`src/rtl/instruction_fetch_if.sv`:
```
// Instruction-memory read bus between the fetch stage and the instruction memory.
// The fetch stage is the master; the memory answers with valid/rdata.
interface instruction_fetch_if;
    logic        imem_req;
    logic [31:0] imem_addr;
    logic        imem_valid;
    logic [31:0] imem_rdata;

    modport master (
        output imem_req,
        output imem_addr,
        input  imem_valid,
        input  imem_rdata
    );

    modport slave (
        input  imem_req,
        input  imem_addr,
        output imem_valid,
        output imem_rdata
    );
endinterface

```
`src/rtl/instruction_fetch.sv`:
```
// Fetch stage: requests the word at PC, holds it in Instr until issued,
// then advances PC sequentially or to a redirect target.
module instruction_fetch #(
    parameter logic [31:0] RESET_PC = 32'h0000_0000
) (
    input  logic                       clk,
    input  logic                       rst,
    instruction_fetch_if.master        imem,
    output logic [31:0]                Instr,
    output logic [3:0]                 Cond,
    output logic [1:0]                 Op,
    output logic [5:0]                 Funct,
    output logic [3:0]                 Rd,
    output logic                       instr_valid,
    input  logic                       issue_ready,
    input  logic                       PCSrc,
    input  logic [31:0]                Result,
    output logic [31:0]                PC,
    output logic [31:0]                PCPlus4,
    output logic [31:0]                PCPlus8,
    output logic [31:0]                issued_count
);

    typedef enum logic [1:0] {
        IDLE  = 2'd0,
        FETCH = 2'd1,
        ISSUE = 2'd2
    } state_t;

    state_t      state_r;
    state_t      next_state_s;
    logic        capture_s;
    logic        handshake_s;
    logic [31:0] pc_next_s;
    logic [31:0] pc_r;
    logic [31:0] instr_r;
    logic [31:0] count_r;
    logic        req_r;
    logic        valid_r;

    // Next-state decode; capture and handshake strobes fall out of the state.
    always_comb begin
        next_state_s = state_r;
        capture_s    = 1'b0;
        handshake_s  = 1'b0;
        case (state_r)
            IDLE: begin
                next_state_s = FETCH;
            end
            FETCH: begin
                if (imem.imem_valid) begin
                    capture_s    = 1'b1;
                    next_state_s = ISSUE;
                end else begin
                    next_state_s = FETCH;
                end
            end
            ISSUE: begin
                if (valid_r && issue_ready) begin
                    handshake_s  = 1'b1;
                    next_state_s = FETCH;
                end else begin
                    next_state_s = ISSUE;
                end
            end
            default: begin
                next_state_s = IDLE;
            end
        endcase
    end

    // Redirect target is forced word-aligned; sequential path wraps modulo 2^32.
    always_comb begin
        pc_next_s = pc_r + 32'd4;
        if (PCSrc) begin
            pc_next_s = Result & 32'hFFFF_FFFC;
        end else begin
            pc_next_s = pc_r + 32'd4;
        end
    end

    // State, PC, instruction and issue counter; req/valid are registered from next state.
    always_ff @(posedge clk) begin
        if (rst) begin
            state_r <= IDLE;
            pc_r    <= RESET_PC;
            instr_r <= 32'h0000_0000;
            count_r <= 32'h0000_0000;
            req_r   <= 1'b0;
            valid_r <= 1'b0;
        end else begin
            state_r <= next_state_s;
            req_r   <= (next_state_s == FETCH);
            valid_r <= (next_state_s == ISSUE);
            if (capture_s) begin
                instr_r <= imem.imem_rdata;
            end
            if (handshake_s) begin
                pc_r    <= pc_next_s;
                count_r <= count_r + 32'd1;
            end
        end
    end

    assign imem.imem_req  = req_r;
    assign imem.imem_addr = pc_r;
    assign instr_valid    = valid_r;
    assign Instr          = instr_r;
    assign PC             = pc_r;
    assign PCPlus4        = pc_r + 32'd4;
    assign PCPlus8        = pc_r + 32'd8;
    assign issued_count   = count_r;
    assign Cond           = instr_r[31:28];
    assign Op             = instr_r[27:26];
    assign Funct          = instr_r[25:20];
    assign Rd             = instr_r[15:12];

endmodule

```
`src/flat_wrapper.sv`:
```
// flat-port wrapper written by rule: the top's interface ports become plain ports
module instruction_fetch_flat 
#(
    parameter logic [31:0] RESET_PC = 32'h0000_0000
)
  (clk, rst, Instr, Cond, Op, Funct, Rd, instr_valid, issue_ready, PCSrc, Result, PC, PCPlus4, PCPlus8, issued_count, imem_imem_req, imem_imem_addr, imem_imem_valid, imem_imem_rdata);
  instruction_fetch_if imem_i ();
  input  logic clk;
  input  logic rst;
  output logic [31:0] Instr;
  output logic [3:0] Cond;
  output logic [1:0] Op;
  output logic [5:0] Funct;
  output logic [3:0] Rd;
  output logic instr_valid;
  input  logic issue_ready;
  input  logic PCSrc;
  input  logic [31:0] Result;
  output logic [31:0] PC;
  output logic [31:0] PCPlus4;
  output logic [31:0] PCPlus8;
  output logic [31:0] issued_count;
  output wire logic [$bits(imem_i.imem_req)-1:0] imem_imem_req;
  output wire logic [$bits(imem_i.imem_addr)-1:0] imem_imem_addr;
  input wire logic [$bits(imem_i.imem_valid)-1:0] imem_imem_valid;
  input wire logic [$bits(imem_i.imem_rdata)-1:0] imem_imem_rdata;
  assign imem_imem_req = imem_i.imem_req;
  assign imem_imem_addr = imem_i.imem_addr;
  assign imem_i.imem_valid = imem_imem_valid;
  assign imem_i.imem_rdata = imem_imem_rdata;
  instruction_fetch #(.RESET_PC(RESET_PC)) u_core (.clk(clk), .rst(rst), .imem(imem_i), .Instr(Instr), .Cond(Cond), .Op(Op), .Funct(Funct), .Rd(Rd), .instr_valid(instr_valid), .issue_ready(issue_ready), .PCSrc(PCSrc), .Result(Result), .PC(PC), .PCPlus4(PCPlus4), .PCPlus8(PCPlus8), .issued_count(issued_count));
endmodule
```
`config.mk`:
```
export PLATFORM = sky130hd
export DESIGN_NAME = instruction_fetch_flat
export DESIGN_NICKNAME = d
export VERILOG_FILES = /design/src/rtl/instruction_fetch_if.sv /design/src/rtl/instruction_fetch.sv /design/src/flat_wrapper.sv
export SDC_FILE = /design/constraint.sdc
export NUM_CORES = 1
export LEC_CHECK = 0
export ABC_AREA = 1
export BUFFER_PORTS_ARGS = -buffer_cell sky130_fd_sc_hd__clkbuf_2
export CAP_MARGIN = 15
export CORE_MARGIN = 2
export CORE_UTILIZATION = 48
export DETAILED_ROUTE_END_ITERATION = 8
export GPL_ROUTABILITY_DRIVEN = 0
export PLACE_DENSITY_LB_ADDON = 0.05
export SLEW_MARGIN = 20
export SYNTH_ARGS = -nofsm -noshare
export SYNTH_HDL_FRONTEND = slang
export SYNTH_SLANG_ARGS = --single-unit
export TNS_END_PERCENT = 10
```
`constraint.sdc`:
```
create_clock -name clk -period 4.32 [get_ports clk]
set_input_delay 0.648 -clock clk [delete_from_list [all_inputs] [get_ports clk]]
set_output_delay 0.648 -clock clk [all_outputs]
set_load 0.05 [all_outputs]
```
* After elaboration in Yosys (flattened, before gate mapping)
Index checks and enable logic that the tools add are counted.
** Storage, ports and cells
- Flip-flop bits (word level) :: 100
** Operators by class
- Add/subtract/negate cells :: 3
- Equality and inequality tests :: 4
- Multiplexer cells :: 8
- Reductions and logical operators :: 2
** Operators with widths (count)
- adder 32 x 1 -> 32 bit, second input constant :: 1
- adder 32 x 3 -> 32 bit, second input constant :: 1
- adder 32 x 4 -> 32 bit, second input constant :: 1
- 2-to-1 mux 32 bit :: 1
- case mux 2 bit (3 select lines) :: 1
- equality test 2 x 1 -> 1 bit, second input constant :: 2
- equality test 2 bit, second input constant :: 2
- 2-to-1 mux 1 bit :: 4
- 2-to-1 mux 2 bit :: 2
- logical NOT 2 bit :: 1
- logical AND 1 bit :: 1

* Longest topological paths before layout
Gate-level depths: netlist of run 1.
- Word-level depth :: 4
- Gate-level depth with buffers :: 10
- Gate-level depth less buffers :: 10

* Worst setup path after synthesis of run 1
OpenSTA, ideal clock, no wires.
- Path kind :: flip-flop to output port
- Start :: register u_core.pc_r[4] (netlist: u_core.PC[4])
- End :: output port PCPlus8[23]
- Arrival :: 2474 ps
- Required time :: 3672 ps
- Slack :: 1198 ps
- Stages on the path, launching flop included :: 8
- Buffers on the path :: 0
- Cells stage by stage :: dfxtp_1 ha_1 inv_1 nor2_4 nand2_4 nor3_1 nand2_1 xor2_1
** Between the ends
- Word-level cells in the longest chain between the ends :: 1
** Ends and longest elaborated chain
- start: declaration :: RTL line instruction_fetch.sv:35 : logic [31:0] pc_r;
- start signal: assignment :: RTL line instruction_fetch.sv:99 : pc_r <= pc_next_s;
- adder 32 x 4 -> 32 bit :: RTL line instruction_fetch.sv:111 : assign PCPlus8 = pc_r + 32'd8;
- end: declaration :: RTL line flat_wrapper.sv:21 : output logic [31:0] PCPlus8;
No other way between the ends.

* Final worst setup path of run 1
- Start :: register u_core.pc_r[3] (netlist: u_core.PC[3])
- End :: output port PCPlus8[31]
The elaborated chain is that of the path after synthesis.

==> results of run 1 <==
state kept, by name, summed over array words and instances (netlist names):
| name | flops |
|---|---|
| u_core.state_r | 2 |
| u_core.imem.imem_req | 1 |
| u_core.issued_count | 32 |
| u_core.Instr | 32 |
| u_core.PC | 30 |
| u_core.instr_valid | 1 |
placed cells by master, fill, tap and decap left out, types with 4 or more instances in the layout:
cell       instances
nand2_1          198
nand3_1           39
a21oi_1           77
clkbuf_16          9
nand2_2           13
buf_4              4
nand4_1            9
inv_1             67
and2_1            13
conb_1             8
nor2_4            11
xnor2_1            7
clkbuf_2         268
o21ai_0           72
dfxtp_1           98
nor2_2            12
xor2_2             4
nor3_1             4
xor2_1            35
nor2_1           158
synth_stat cells, drive strengths merged:
master	n	area, µm²
nand2	212	835.8
nor2	181	792.0
dfxtp	98	1962
a21oi	77	385.4
o21ai	72	360.4
inv	69	259.0
buf	59	431.7
nand3	39	195.2
xor2	39	371.6
clkbuf	26	97.59
and2	13	81.33
nand4	9	56.30
xnor2	7	61.31
nor3	5	30.03
ha	3	37.54
o21a	3	22.52
o21bai	3	22.52
a31oi	2	12.51
and3	1	6.260
clkinv	1	3.750
conb	1	3.750
nand3b	1	7.510
nor3b	1	7.510
worst min-delay path, stage by stage (launching register included):
cell,delay [ps]
dfxtp_1,330
inv_1,60
a21oi_1,50
area by class of cell:
| type | instances | area [µm²] | share of cell area, % |
|---|---|---|---|
| clock buffers | 10 | 239.0 | 3.222 |
| clock inverters | 6 | 56.30 | 0.7591 |
| inverters | 70 | 262.8 | 3.543 |
| multi-input cells | 676 | 3316 | 44.70 |
| flip-flops and latches | 98 | 1962 | 26.45 |
| well taps | 168 | 210.2 | 2.834 |
| repair buffers | 272 | 1371 | 18.49 |
stage by stage:
step	hold slack, ps	utilization (%)	instances	total power, µW	setup slack (ps)
after floorplan	523.5	-	929	1222	1198
after global placement	478.8	58.56	1284	1288	1490
after detailed placement	469.2	58.56	1284	1289	1493
after CTS	484.8	60.99	1300	2094	1097
after global routing	516.1	60.99	1300	2150	979.5
final	484.9	60.99	1300	2079	1072
cells by family after synthesis:
family,count (synthesis),synth area share (%)
flops,98,32.46
buf+inv,155,13.11
other cells,1,0.06205
fa+ha+maj,3,0.6212
compound gates,157,13.29
simple gates,462,33.29
xor+xnor,46,7.163
per-layer routing:
| layer | share of wire, % | GRT usage, % | vias to the layer above |
|---|---|---|---|
| li1 | - | - | 3274 |
| met1 | 43 | 32.41 | 2844 |
| met2 | 48 | 47.60 | 239 |
| met3 | 6.1 | 4.307 | 36 |
| met4 | 2.8 | 11.11 | 0 |
| met5 | 0 | 0 | - |
power by group through the flow:
stage / Combinational, µW / Clock (µW) / Sequential, µW
floorplan: 162 / 0 / 1060
detailed placement: 318 / 0 / 971
CTS: 319 / 825 / 951
global route: 337 / 858 / 955
finish: 316 / 811 / 951
global placement: 316 / 0 / 971
worst min path at each step:
stage | slack, ps | depth (start not counted) | from | end
after detailed placement | 470 | 2 | u_core.issued_count[10] | u_core.issued_count[10]
final | 480 | 2 | u_core.issued_count[10] | u_core.issued_count[10]
after global placement | 480 | 2 | u_core.issued_count[10] | u_core.issued_count[10]
after floorplan | 520 | 2 | u_core.state_r[1] | u_core.instr_valid
after global routing | 520 | 3 | imem_imem_rdata[14] | u_core.Instr[14]
after CTS | 480 | 2 | u_core.issued_count[10] | u_core.issued_count[10]
==> out/qor.yml, run 1 <==
pwr:
  combPwrFrac_pct: 15.2
  p_leak_uw: 0.003485
  power_density_mw_per_mm2: 280.3
  switching_share_pct: 31.71
  p_int_uw: 1420
  p_sw_uw: 659.1
  ir_drop_mv: 0.2237
  seq_power_share_pct: 45.7
  p_clk_share_pct: 39.0
routing:
  post_drt_wl_per_cell_um: 14.05
  viasPerCell: 4.918
  finalWirelength_mm: 18.26
  vias: 6393
  ant_nets: 0
  dr.first_iter.drc_count: 516
  firstDrtPassIters: 5
  drcViolationCount: 0
finish:
  antenna_cells: 0
  area_growth_pct: 22.73
  final_nets: 1199
  drive_above_1_share_pct: 29.33
  fin_area_mm2: 0.007417
  fillers: 1242
setup_path:
  max_stage_delay_ps: 470
  r2r_slack_ps: 2250
  reg2reg_depth: 6
  crit_path_max_fanout: 7
  worstPathArrival_ps: 2600
  path_cells: "ha_1 > inv_1 > nor2_4 > nand2_4 > nor3_1 > nand2_1 > xor2_1 > clkbuf_2"
  end_kind: "output pin"
  worstReg2RegStart: "u_core.state_r[0]"
  startpoint_type: "register"
  cp.required_ps: 3670
  crit_family: "simple AND/OR/NAND/NOR gates"
  crit_start: "u_core.PC[3]"
  cpMaxStageDelayCell: "dfxtp_1"
  path_depth: 8
  crit_buf_inv: 2
  path_class: "register to output pin"
  endpoint: "PCPlus8[31]"
  r2r-end: "u_core.Instr[22]"
global_routing:
  overflow: 0
  grt_first_pass_wirelength_mm: 28.66
  track_usage_pct: 26.85
  grt_pass1_vias: 5840
  grt_max_degree: 54
  antenna_found_initial: 0
synth:
  synth_cells: 922
  ys_warn_count: 0
  yosysUniqueCellTypes: 32
  syn_avg_cell_area_um2: 6.555
  ys_ff_latch: 98
  netlist_area_mm2: 0.006043
  yosysSeqAreaShare_pct: 32.46
status:
  status: "completed"
placed_design:
  port_buffers: 268
  dpl.hpwl_mm: 13.83
  place_area_mm2: 0.007122
timing:
  period_share_pct: 75.19
  drv_slew: 0
  skew_ps: 6.145
  finalHoldViolCount: 0
  setup_viol: 0
  timing.fmax_mhz: 307.9
  fin_tns_setup_ps: 0
  tightestPinTransition_ps: 998.0
  rsz0062_at_grt: "no"
  slew_headroom_pct: 33.39
  finalCriticalPeriod_ps: 3248
floorplan:
  coreArea_mm2: 0.01216
  initial_utilization_pct: 49.69
  rows: 40
  fp.dieW_um: 116.2
  pin_count: 279
  dieHeight_um: 116.2
  design.die.area_mm2: 0.01350
clock_tree:
  ctsLongestPathBuffers: 2
  htree_levels: 3
  cts_resized: 0
  root_buffer: "clkbuf_16"
  postCtsSetupBuffers: 0
  clk_pin_slew_ps: 70
  insertion_delay_ps: 350
  cts_num_sinks: 98
  postCtsHoldBufs: 0
  cts_buffers: 9
  cts_tree: "built"
job:
  cap_viol_max_count: 0
min_path:
  hold_path.class: "register to register"
(Power assumes the default switching activity.)
==> run 2, diff against run 1 <==
ABC_AREA = 0   (was 1)
CORE_UTILIZATION = 47   (was 48)
clock period = 3.15 ns   (was 4.32 ns; I/O delays follow)
==> out/qor.yml, run 2 <==
finish:
  area_growth_pct: 24.88
  final_nets: 1021
  antenna_cells: 0
  finalNonFillerCells: 1122
  layout_commonest_cell: "clkbuf_2"
  final_cell_mix: "clkbuf_2, nand2_1, dfxtp_1, nor2_1"
  drive_above_1_share_pct: 35.22
synth:
  ys_ff_latch: 98
  synth_top_area_share_pct: 33.69
  synth_xor_area_share_pct: 12.94
  ys_warn_count: 0
  synth_area_leader_cell: "dfxtp_1"
  netlist_area_mm2: 0.005823
  synth_most_common_cell: "nand2_1"
  syn_avg_cell_area_um2: 7.774
  synth-adder-area-share_pct: 0.6446
  synth_commonest_cells: "nand2_1, dfxtp_1, nor2_1"
  synth-main-ff-cell: "dfxtp_1"
  synth_cells: 749
  yosysSeqAreaShare_pct: 33.69
  synth-simple-area-share_pct: 27.18
  yosysUniqueCellTypes: 57
  synth-async-reset-ratio_pct: 0
  synth-edff-count: 0
  synthMuxAreaShare_pct: 0.3438
  synth_compound_area_share_pct: 13.06
  synthTopCellsByArea: "dfxtp_1, buf_4, xor2_1, nand2_1, xnor2_1"
  synth_top_family_by_area: "simple AND/OR/NAND/NOR gates"
setup_path:
  cp.required_ps: 2680
  path_cells: "ha_1 > and3_1 > nand3_2 > nor4_1 > buf_4 > nand2_1 > xnor2_2 > clkbuf_2"
  max_stage_delay_ps: 340
  crit_family: "simple AND/OR/NAND/NOR gates"
  crit_path_max_fanout: 7
  startpoint_type: "register"
  r2r_slack_ps: 890
  cpMaxStageDelayCell: "dfxtp_1"
  worstReg2RegStart: "u_core.PC[12]"
  worstPathArrival_ps: 2500
  path_class: "register to output pin"
  end_kind: "output pin"
  reg2reg_depth: 5
  r2r-end: "u_core.PC[25]"
  crit_buf_inv: 2
clock_tree:
  insertion_delay_ps: 350
  postCtsHoldBufs: 0
  htree_levels: 3
  cts_num_sinks: 98
  ctsLongestPathBuffers: 2
  root_buffer: "clkbuf_16"
  clk_pin_slew_ps: 70
  cts_tree: "built"
  cts_buffers: 9
floorplan:
  rows: 40
  pin_count: 279
  design.die.area_mm2: 0.01330
  dieHeight_um: 115.3
  coreArea_mm2: 0.01206
  initial_utilization_pct: 48.28
  fp.dieW_um: 115.3
placed_design:
  port_buffers: 268
  dpl.hpwl_mm: 12.87
  placed_cells: 1106
timing:
  drv_slew: 0
  period_share_pct: 94.36
  finalHoldViolCount: 0
  finalCriticalPeriod_ps: 2972
  tightestPinTransition_ps: 767.4
  setup_viol: 0
  rsz0062_at_grt: "yes"
  timing.fmax_mhz: 336.4
  skew_ps: 8.302
  slew_headroom_pct: 48.41
  holdWs_ps: 334.9
routing:
  viasPerCell: 5.274
  firstDrtPassIters: 5
  finalWirelength_mm: 17.27
  drcViolationCount: 0
  dr.first_iter.drc_count: 491
  ant_nets: 0
  vias: 5917
  post_drt_wl_per_cell_um: 15.39
pwr:
  p_leak_uw: 0.003418
  ir_drop_mv: 0.2255
  p_int_uw: 1887
  combPwrFrac_pct: 12.9
  seq_power_share_pct: 48.3
  switching_share_pct: 28.93
  p_clk_share_pct: 38.8
  p_sw_uw: 768.3
  power_density_mw_per_mm2: 365.2
global_routing:
  grt_first_pass_wirelength_mm: 25.95
  overflow: 0
  grt_max_degree: 49
  grt_pass1_vias: 5164
  antenna_found_initial: 0
  track_usage_pct: 24.45
min_path:
  hold_path.class: "primary input to register"
  hold_end: "u_core.Instr[5]"
  holdPathStages: 3
  hp-start: "imem_imem_rdata[5]"
job:
  cap_viol_max_count: 0
status:
  status: "completed"
==> run 2: logic make-up after synthesis <==
group / count (synthesis)
AOI/OAI and AO/OA: 120
xor gates and xnor gates: 86
adders and majority gates: 3
buffers and inverters: 119
DFF: 98
muxes: 2
other: 1
and+or+nand+nor: 320
==> run 2: worst max path at each step <==
stage / start / endpoint / slack, ps / cells past startpoint
3_5_place_dp: u_core.PC[4] / PCPlus8[25] / 440 / 7
2_1_floorplan: u_core.PC[3] / PCPlus8[19] / -150 / 5
6_report: u_core.PC[4] / PCPlus8[23] / 180 / 8
4_1_cts: u_core.PC[9] / PCPlus8[24] / 50 / 6
5_1_grt: u_core.PC[15] / PCPlus8[30] / -10 / 6
3_3_place_gp: u_core.PC[9] / PCPlus8[24] / 470 / 6
==> run 2: repair_timing <==
| action | 4_1_cts | 5_1_grt |
|---|---|---|
| endpoints found under the setup margin | 0 | 13 |
| gates resized for setup | 0 | 5 |
| setup buffers | 0 | 0 |
==> run 2: final cells by class <==
type / count / area [µm²]
clock inverters: 6 / 41.29
multi-input cells: 539 / 3237
inverters: 8 / 30.03
fillers: 1104 / 4790
repair buffers: 293 / 1562
clock buffers: 10 / 229.0
flip-flops and latches: 98 / 1963
well taps: 168 / 210.2
==> run 2: stage by stage <==
stage	utilization [%]	power, µW	worst slack (ps)	TNS [ps]	area [µm²]
3_5_place_dp	57.86	1652	436.5	0	6979
3_3_place_gp	57.86	1647	465.1	0	6979
4_1_cts	60.10	2680	46.28	0	7249
5_1_grt	60.29	2745	-14.20	-14.20	7272
2_1_floorplan	-	1573	-149.6	-394.3	5872
6_report	60.29	2656	177.7	0	7272
==> run 2: tightest hold or removal path, cell delays in order <==
cell	delay (ps)
clkbuf_2	80
nand2_1	50
a21oi_1	50
==> run 2: per-layer routing <==
layer	routed length [µm]	share of wire, %	vias to the layer above	GRT usage (%)
met4	531	3.1	0	11.89
li1	-	-	2894	-
met5	0	0	-	0
met3	1277	7.4	37	5.166
met2	8195	47	258	39.77
met1	7264	42	2728	30.80
==> run 2: power groups by stage <==
stage	Sequential [µW]	Clock, µW	Combinational [µW]
floorplan	1390	0	185
global placement	1310	0	339
detailed placement	1310	0	342
CTS	1280	1060	343
global route	1280	1100	365
finish	1280	1030	342
==> run 3, diff against run 2 <==
CORE_ASPECT_RATIO = 0.5   (was not set)
==> out/qor.yml, run 3 (synthesis gave the netlist of run 2 again) <==
min_path:
  holdPathStages: 3
  hold_path.class: "primary input to register"
global_routing:
  overflow: 0
  grt_pass1_vias: 4979
  grt_max_degree: 48
  grt_first_pass_wirelength_mm: 25.40
  antenna_found_initial: 0
  track_usage_pct: 23.53
pwr:
  p_int_uw: 1975
  combPwrFrac_pct: 12.4
  p_sw_uw: 773.9
  p_clk_share_pct: 41.0
  p_leak_uw: 0.003407
  seq_power_share_pct: 46.6
  finalPower_uw: 2749
  power_density_mw_per_mm2: 376.7
  ir_drop_mv: 0.2555
  switching_share_pct: 28.15
routing:
  ant_nets: 0
  drcViolationCount: 0
  finalWirelength_mm: 16.60
  post_drt_wl_per_cell_um: 14.86
  firstDrtPassIters: 5
  vias: 5819
  dr.first_iter.drc_count: 359
  viasPerCell: 5.209
finish:
  fillers: 1133
  drive_above_1_share_pct: 35.40
  final_nets: 1019
  multi_input_area_mm2: 0.003251
  area_growth_pct: 25.33
  final_cell_mix: "clkbuf_2, nand2_1, dfxtp_1, nor2_1"
  layout_commonest_cell: "clkbuf_2"
  antenna_cells: 0
  final-seq-area_mm2: 0.001964
setup_path:
  reg2reg_depth: 5
  end_kind: "output pin"
  crit_path_max_fanout: 9
  worstPathArrival_ps: 2520
  cpMaxStageDelayCell: "dfxtp_1"
  path_cells: "buf_4 > ha_1 > nand3_4 > or2_2 > nor2_1 > xor2_1 > buf_2"
  max_stage_delay_ps: 450
  startpoint_type: "register"
  cp.required_ps: 2680
  path_class: "register to output pin"
  r2r_slack_ps: 820
clock_tree:
  cts_buffers: 9
  ctsLongestPathBuffers: 2
  cts_resized: 2
  insertion_delay_ps: 350
  postCtsSetupBuffers: 0
  root_buffer: "clkbuf_16"
  clk_pin_slew_ps: 70
  htree_levels: 3
  cts_tree: "built"
  cts_num_sinks: 98
  postCtsHoldBufs: 0
timing:
  finalCriticalPeriod_ps: 2991
  tightestPinTransition_ps: 694.7
  drv_slew: 0
  rsz0062_at_grt: "no"
  setup_viol: 0
  holdWs_ps: 339.2
  slew_headroom_pct: 53.30
  timing.fmax_mhz: 334.3
  period_share_pct: 94.96
  finalHoldViolCount: 0
  skew_ps: 11.42
floorplan:
  pin_count: 279
  design.die.area_mm2: 0.01335
  fp.dieW_um: 161.4
  dieHeight_um: 82.71
  initial_utilization_pct: 48.74
  rows: 28
  coreArea_mm2: 0.01195
job:
  cap_viol_max_count: 0
placed_design:
  port_buffers: 268
  dpl.hpwl_mm: 12.04
status:
  status: "completed"
-- run 3: layer usage --
layer	vias up	GRT usage (%)	part of all wire (%)
met1	2696	30.59	44
met4	0	6.429	1.4
li1	2905	-	-
met2	200	39.87	48
met3	18	5.495	6.5
met5	-	0	0
-- run 3: metrics by stage --
step           cells  util, %  cell area, µm²  TNS, ps  setup slack (ps)
5_1_grt         1117    61.09            7298        0             3.027
4_1_cts         1117    60.83            7267        0             27.08
6_report        1117    61.09            7298        0             158.7
3_3_place_gp    1101    58.24            6958        0             396.2
3_5_place_dp    1101    58.24            6958        0             339.8
2_1_floorplan    756        -            5872   -394.3            -149.6
-- run 3: critical path, delay by kind of cell (launching register included) --
family / cells / cell delay [ps]
buffers and inverters: 2 / 480
adder cells (fa/ha/maj): 1 / 280
flip-flops: 1 / 450
AND/OR/NAND/NOR: 3 / 750
XOR/XNOR: 1 / 220
-- run 3: power by group through the flow --
stage,registers (µW),logic [µW],clock network (µW)
6_report,1280,341,1130
5_1_grt,1290,365,1200
4_1_cts,1280,342,1160
3_5_place_dp,1310,342,0
3_3_place_gp,1310,340,0
2_1_floorplan,1390,185,0
-- run 3: area by class of cell --
type,count,area share [%]
multi-input cells,539,44.54
clock buffers,10,3.137
clock inverters,6,0.9772
inverters,8,0.4115
repair buffers,291,21.19
flip-flops and latches,98,26.92
well taps,165,2.829
-- run 3: path summary, 6_finish.rpt --
| path | from | end |
|---|---|---|
| worst min-delay path | imem_imem_rdata[24] | u_core.Instr[24] |
| worst min register to register | u_core.Instr[5] | u_core.Instr[5] |
| worst max-delay path | u_core.PC[3] | PCPlus4[26] |
| worst max register to register | u_core.PC[9] | u_core.PC[25] |
